## config.mk

```make
export PLATFORM = sky130hd
export DESIGN_NAME = fp_norm_shifter
export DESIGN_NICKNAME = d
export VERILOG_FILES = /design/src/rtl/fpu_pkg.sv /design/src/rtl/fp_lzc24.sv /design/src/rtl/fp_norm_shifter.sv
export SDC_FILE = /design/constraint.sdc
export NUM_CORES = 1
export LEC_CHECK = 0
export ABC_AREA = 1
export CORE_MARGIN = 1.5
export CORE_UTILIZATION = 45
export CTS_CLUSTER_DIAMETER = 50
export DETAILED_ROUTE_END_ITERATION = 12
export GPL_ROUTABILITY_DRIVEN = 0
export PLACE_DENSITY = 0.76
export SLEW_MARGIN = 5
export SYNTH_ARGS = -nofsm -noshare
export SYNTH_HDL_FRONTEND = slang
export SYNTH_SLANG_ARGS = --single-unit
export TNS_END_PERCENT = 20
```

## constraint.sdc

```tcl
create_clock -name clk -period 2.57 [get_ports clk]
set_clock_uncertainty 0.05 [all_clocks]
set_input_delay 0.514 -clock clk [delete_from_list [all_inputs] [get_ports clk]]
set_output_delay 0.514 -clock clk [all_outputs]
set_load 0.02 [all_outputs]
```

## src/rtl/fpu_pkg.sv

```systemverilog
// Shared FPU types and widths for single-precision normalisation.
package fpu_pkg;

    localparam int unsigned MANT_W = 24;
    localparam int unsigned EXP_W  = 8;
    localparam int unsigned FRAC_W = MANT_W - 1;
    localparam int unsigned GRS_W  = 3;
    localparam int unsigned LZC_W  = 5;
    localparam int unsigned E_W    = EXP_W + 2;

    localparam logic [EXP_W-1:0] EXP_MAX = 8'hFF;

    typedef enum logic {
        DIR_L = 1'b0,
        DIR_R = 1'b1
    } norm_dir_t;

    typedef struct packed {
        logic zero;
        logic ovf;
        logic unf;
    } norm_flags_t;

endpackage

```

## src/rtl/fp_lzc24.sv

```systemverilog
// Combinational leading-zero count of a 24-bit significand; an all-zero input returns 24.
module fp_lzc24
    import fpu_pkg::*;
(
    input  logic [MANT_W-1:0] mant,
    output logic [LZC_W-1:0]  count
);

    // Later (higher) set bits overwrite earlier ones, so the MSB-most one wins.
    always_comb begin
        count = LZC_W'(MANT_W);
        for (int i = 0; i < MANT_W; i++) begin
            if (mant[i]) begin
                count = LZC_W'(MANT_W - 1 - i);
            end
        end
    end

endmodule

```

## src/rtl/fp_norm_shifter.sv

```systemverilog
// FPU post-add normalisation: two-stage valid/ready pipeline, shift + exponent adjust + flags.
// Optional round-to-nearest-even enabled by defining FP_NORM_ROUND_EN.
module fp_norm_shifter
    import fpu_pkg::*;
(
    input  logic              clk,
    input  logic              rst_n,
    input  logic              in_valid,
    output logic              in_ready,
    input  logic              in_cout,
    input  logic [MANT_W-1:0] in_mant,
    input  logic [GRS_W-1:0]  in_grs,
    input  logic [EXP_W-1:0]  in_exp,
    input  logic              in_sign,
    output logic              out_valid,
    input  logic              out_ready,
    output logic              out_sign,
    output logic [EXP_W-1:0]  out_exp,
    output logic [FRAC_W-1:0] out_frac,
    output logic              out_zero,
    output logic              out_ovf,
    output logic              out_unf
);

    localparam logic signed [E_W-1:0] E_OVF  = 10'sd255;
    localparam logic signed [E_W-1:0] E_ZERO = 10'sd0;
    localparam logic signed [E_W-1:0] E_ONE  = 10'sd1;

    if (MANT_W != 24) begin : g_mant_w_check
        $error("fp_norm_shifter supports MANT_W == 24 only");
    end

    logic              s1_valid;
    norm_dir_t         s1_dir;
    logic [MANT_W-1:0] s1_mant;
    logic [EXP_W-1:0]  s1_exp;
    logic              s1_sign;
    logic              s1_zero;
    logic [LZC_W-1:0]  s1_n;
    logic              s2_valid;
    norm_flags_t       s2_flags;
    logic              s1_ready;
    logic              s2_ready;
    logic [LZC_W-1:0]  lz_count;

`ifdef FP_NORM_ROUND_EN
    logic [GRS_W-1:0]  s1_grs;
`else
    logic              unused_grs;
    assign unused_grs = ^in_grs;
`endif

    assign s2_ready  = ~s2_valid | out_ready;
    assign s1_ready  = ~s1_valid | s2_ready;
    assign in_ready  = s1_ready;
    assign out_valid = s2_valid;
    assign out_zero  = s2_flags.zero;
    assign out_ovf   = s2_flags.ovf;
    assign out_unf   = s2_flags.unf;

    fp_lzc24 u_lzc (
        .mant  (in_mant),
        .count (lz_count)
    );

    // Stage 1: capture operands together with shift direction and distance.
    always_ff @(posedge clk or negedge rst_n) begin
        if (!rst_n) begin
            s1_valid <= 1'b0;
            s1_dir   <= DIR_L;
            s1_mant  <= '0;
            s1_exp   <= '0;
            s1_sign  <= 1'b0;
            s1_zero  <= 1'b0;
            s1_n     <= '0;
`ifdef FP_NORM_ROUND_EN
            s1_grs   <= '0;
`endif
        end else if (s1_ready) begin
            s1_valid <= in_valid;
            if (in_valid) begin
                s1_dir  <= in_cout ? DIR_R : DIR_L;
                s1_mant <= in_mant;
                s1_exp  <= in_exp;
                s1_sign <= in_sign;
                s1_zero <= ~in_cout & (in_mant == '0);
                s1_n    <= lz_count;
`ifdef FP_NORM_ROUND_EN
                s1_grs  <= in_grs;
`endif
            end
        end
    end

    logic signed [E_W-1:0] e_base;
    logic signed [E_W-1:0] e_norm;
    logic [FRAC_W-1:0]     frac_rn;
    logic [FRAC_W-1:0]     frac_c;
    logic [EXP_W-1:0]      exp_c;
    norm_flags_t           flags_c;
    logic                  unused_hidden;

    assign e_base = $signed({2'b00, s1_exp});

`ifdef FP_NORM_ROUND_EN
    localparam int unsigned W_W   = MANT_W + GRS_W;
    localparam int unsigned SIG_W = MANT_W + 1;
    logic [W_W-1:0]   w_sh;
    logic             round_up;
    logic [SIG_W-1:0] sig_rnd;
`else
    logic [MANT_W-1:0] m_sh;
`endif

    // Stage 2 datapath: shift, exponent adjust and (optionally) RNE rounding.
    always_comb begin
        e_norm        = '0;
        frac_rn       = '0;
        unused_hidden = 1'b0;
`ifdef FP_NORM_ROUND_EN
        w_sh     = '0;
        round_up = 1'b0;
        sig_rnd  = '0;
        if (s1_dir == DIR_R) begin
            // The bit shifted out of the working significand folds into sticky.
            w_sh   = {1'b1, s1_mant, s1_grs[GRS_W-1], |s1_grs[GRS_W-2:0]};
            e_norm = e_base + E_ONE;
        end else begin
            w_sh   = {s1_mant, s1_grs} << s1_n;
            e_norm = e_base - $signed({5'b0, s1_n});
        end
        round_up = w_sh[2] & (w_sh[3] | w_sh[1] | w_sh[0]);
        sig_rnd  = {1'b0, w_sh[W_W-1:GRS_W]} + SIG_W'(round_up);
        if (sig_rnd[MANT_W]) begin
            frac_rn = '0;
            e_norm  = e_norm + E_ONE;
        end else begin
            frac_rn = sig_rnd[FRAC_W-1:0];
        end
        unused_hidden = sig_rnd[FRAC_W];
`else
        m_sh = '0;
        if (s1_dir == DIR_R) begin
            m_sh   = {1'b1, s1_mant[MANT_W-1:1]};
            e_norm = e_base + E_ONE;
        end else begin
            m_sh   = s1_mant << s1_n;
            e_norm = e_base - $signed({5'b0, s1_n});
        end
        frac_rn       = m_sh[FRAC_W-1:0];
        unused_hidden = m_sh[FRAC_W];
`endif
    end

    // Result selection with zero > overflow > underflow > normal priority.
    always_comb begin
        flags_c = '0;
        exp_c   = '0;
        frac_c  = '0;
        if (s1_zero) begin
            flags_c.zero = 1'b1;
        end else if (e_norm >= E_OVF) begin
            flags_c.ovf = 1'b1;
            exp_c       = EXP_MAX;
        end else if (e_norm <= E_ZERO) begin
            flags_c.unf = 1'b1;
        end else begin
            exp_c  = e_norm[EXP_W-1:0];
            frac_c = frac_rn;
        end
    end

    always_ff @(posedge clk or negedge rst_n) begin
        if (!rst_n) begin
            s2_valid <= 1'b0;
            out_sign <= 1'b0;
            out_exp  <= '0;
            out_frac <= '0;
            s2_flags <= '0;
        end else if (s2_ready) begin
            s2_valid <= s1_valid;
            if (s1_valid) begin
                out_sign <= s1_sign;
                out_exp  <= exp_c;
                out_frac <= frac_c;
                s2_flags <= flags_c;
            end
        end
    end

endmodule
```

==> impl_metrics.tcl <==
set metrics [dict create \
    status "finished, final reports clean" \
    synth_area_leaders "dfrtp_1 (40%), nand2_1 (18%), o21ai_0 (10%)" \
    dr.max_layer_used "met4" \
    crit_path_start_kind "flip-flop" \
    synthSimpleGateAreaFrac 0.273 \
    die_y_um 106 \
    h-tree-depth 3 \
    grt_pass1_vias 4383 \
    rsz0062_at_grt "yes" \
    io_pins 78 \
    dr_wl_met3_um 976 \
    yosysMostFrequentCell "nand2_1" \
    final_area_um2 6210 \
    reg2reg_to "out_frac[12]" \
    yosys.area.top_type "dfrtp_1" \
    synth_top_area_frac 0.402 \
    place_inst 876 \
    port_buffers 74 \
    worstSetupEndpointType "flip-flop" \
    finalNonFillerCells 905 \
    power.total_uw 4860 \
    synthesis.nets 725 \
    hold_path.class "primary input to async pin" \
    clock_path_buffers 2 \
    p_leak_uw 0.00298 \
    synth_mux_area_frac 0.0292 \
    setup_violations 0 \
    rr_worst_depth 15 \
    post-route-util 0.602 \
    powerDensity_nw_per_um2 782 \
    antenna_found_initial 0 \
    grt_max_degree 48 \
    route.met2.wl_um 5910 \
    netlist_top_cells_count "nand2_1 (226), o21ai_0 (96), dfrtp_1 (77)" \
    dp_hpwl_um 9400 \
    die_area_um2 11300 \
    hold_viol 0 \
    maxSlewHeadroom 0.672 \
    cts.sinks 77 \
    fin_nets 812 \
    cap_violations 0 \
    num_vias 4932 \
    clock_tree.root_cell "clkbuf_8" \
    ant_nets 0 \
    grt_pass1_wl_um 20700 \
    cts_buffers 9 \
    initial_utilization 0.465 \
    path_clk_slew_ps 70 \
    timing.final.ws_setup_ps 32.3 \
    dp_slack_ps -18.7 \
    die_w_um 106 \
    syn_area_per_cell_um2 7.08 \
    slew_violations 0 \
    async_reset_ff_frac 1.00 \
    synth-seq-area-share 0.402 \
    core_area_um2 10300 \
    synthAdderAreaFrac 0.0198 \
    ys_ff_latch 77 \
    drtIter0Drc 522 \
    ir_drop_mv 0.376 \
    required_ps 2770 \
    wire_per_inst_um 14.5 \
    worst_pin_slew_ps 487 \
    vias_per_cell 5.45 \
    clock_latency_ps 360 \
    grt_use_total 0.230 \
    fin_crit_sh 0.987 \
    firstDrtPassIters 5 \
    drive_above_1_share 0.114 \
    drc 0 \
    drt_wl_total_um 13100 \
    rrSetupSlack_ps 30 \
    syn_inst 677 \
    overflow 0 \
    yosys_warnings 0 \
    syn_to_final_growth_pct 29.5 \
    synth_edf_count 0 \
    synth_top_family_by_area "simple AND/OR/NAND/NOR gates" \
    yosys_most_used_dff "dfrtp_1" \
    syn-cell-area_um2 4800 \
    ys_types 42 \
    fmax_ghz 0.394 \
    synth_compound_gate_area_share 0.175 \
    drt-met1-wl_um 5720 \
    placed_area_um2 5740 \
    synth-xor-area-share 0.0128 \
    rows 37 \
    layout_min_cycle_time_ps 2540 \
    cp_max_fo 8 \
    critPathArrivalTime_ps 2730 \
    worst-setup-path-type "flip-flop to flip-flop" \
    ctsHoldBuffers 0 \
    diodes 0 \
    tritoncts "built" \
    timing.rr.start "s1_exp[2]" \
]
## kinds of logic (layout without fill, tap and decap cells)
logic type | count (synthesis) | in the layout
AND/OR/NAND/NOR | 318 | 321
AO/OA/AOI/OAI | 149 | 149
buffers and inverters | 105 | 194
flip-flops | 77 | 77
multiplexers | 14 | 14
adder cells (fa/ha/maj) | 7 | 7
XOR/XNOR | 7 | 7
## power by group
group          switching [uW]  internal [uW]  leakage (uW)
sequential                211           1510      0.000959
combinational            1240            922       0.00192
clock                     432            546      0.000101
total                    1880           2980       0.00298
## registers in the layout, summed over array words and instances (netlist names)
signal	flops
out_unf	1
out_zero	1
s1_n	5
out_valid	1
out_sign	1
s1_exp	8
s1_valid	1
s1_mant	24
out_frac	23
s1_dir	1
out_ovf	1
s1_sign	1
s1_zero	1
out_exp	8
## worst max path at each step
| stage | depth (start not counted) | start | to |
|---|---|---|---|
| detailed placement | 12 | s1_exp[0] | out_frac[17] |
| finish | 15 | s1_exp[2] | out_frac[12] |
| global route | 14 | s1_exp[0] | out_frac[0] |
| global placement | 14 | s1_exp[0] | out_frac[9] |
| CTS | 12 | s1_exp[0] | out_frac[17] |
| floorplan | 15 | s1_n[2] | out_exp[1] |
## area by class of cell
cell class              count  area, um^2
flip-flops and latches     77        1930
repair buffers            105         983
well taps                 136         170
inverters                  73         275
fillers                   940        4110
multi-input cells         498        2650
clock inverters             4        72.6
clock buffers              12         135
## worst max-delay path, stage by stage (launching register included)
cell and delay (ps):
dfrtp_2 460, ha_4 310, nand3b_1 90, nand2_2 90
a21oi_2 60, o21ai_2 230, nand2_2 100, xor2_2 150
inv_1 100, nand2_2 60, nor3_2 190, nand2_1 110
nand2_4 170, nand2_8 100, nand3_1 100, nand2_1 60
## repair_timing
action / in CTS / in global routing
gates resized for setup: 4 / 35
setup endpoints to repair: 24 / 33
pin swaps: 3 / 16
buffers inserted: 2 / 8
gates cloned: 0 / 3
## layout by cell type (no fill, tap or decap), drive strengths merged
master,synthesis,layout
nand2,228,229
o21ai,99,99
dfrtp,77,77
clkdlybuf4s50,0,73
inv,69,69
nand3,38,38
nor2,33,33
buf,12,32
a21oi,19,19
mux2i,14,14
clkbuf,20,12
o211ai,6,6
o22ai,6,6
nor3,6,6
xor2,6,6
ha,6,6
o221ai,5,5
clkinv,4,5
nand4,4,4
and2,2,4
a31oi,4,4
a22oi,3,3
nor4,3,3
o31ai,3,3
nand3b,2,2
a221oi,2,2
bufinv,0,2
xnor2,1,1
a21boi,1,1
or2,1,1
and3,1,1
a311oi,1,1
fa,1,1
clkinvlp,0,1
## metal layers
layer | up-vias | global-route usage
met1 | 2260 | 0.323
met4 | 0 | 0.0956
met5 | - | 0.0143
met2 | 233 | 0.354
li1 | 2393 | -
met3 | 46 | 0.0349
## through the flow
stage,hold WS (ps),TNS (ps)
3_3_place_gp,412,0
2_1_floorplan,168,0
4_1_cts,45.9,0
3_5_place_dp,416,-98.2
6_report,37.9,0
5_1_grt,59.6,-1900
Power figures use the tool's default switching activity.
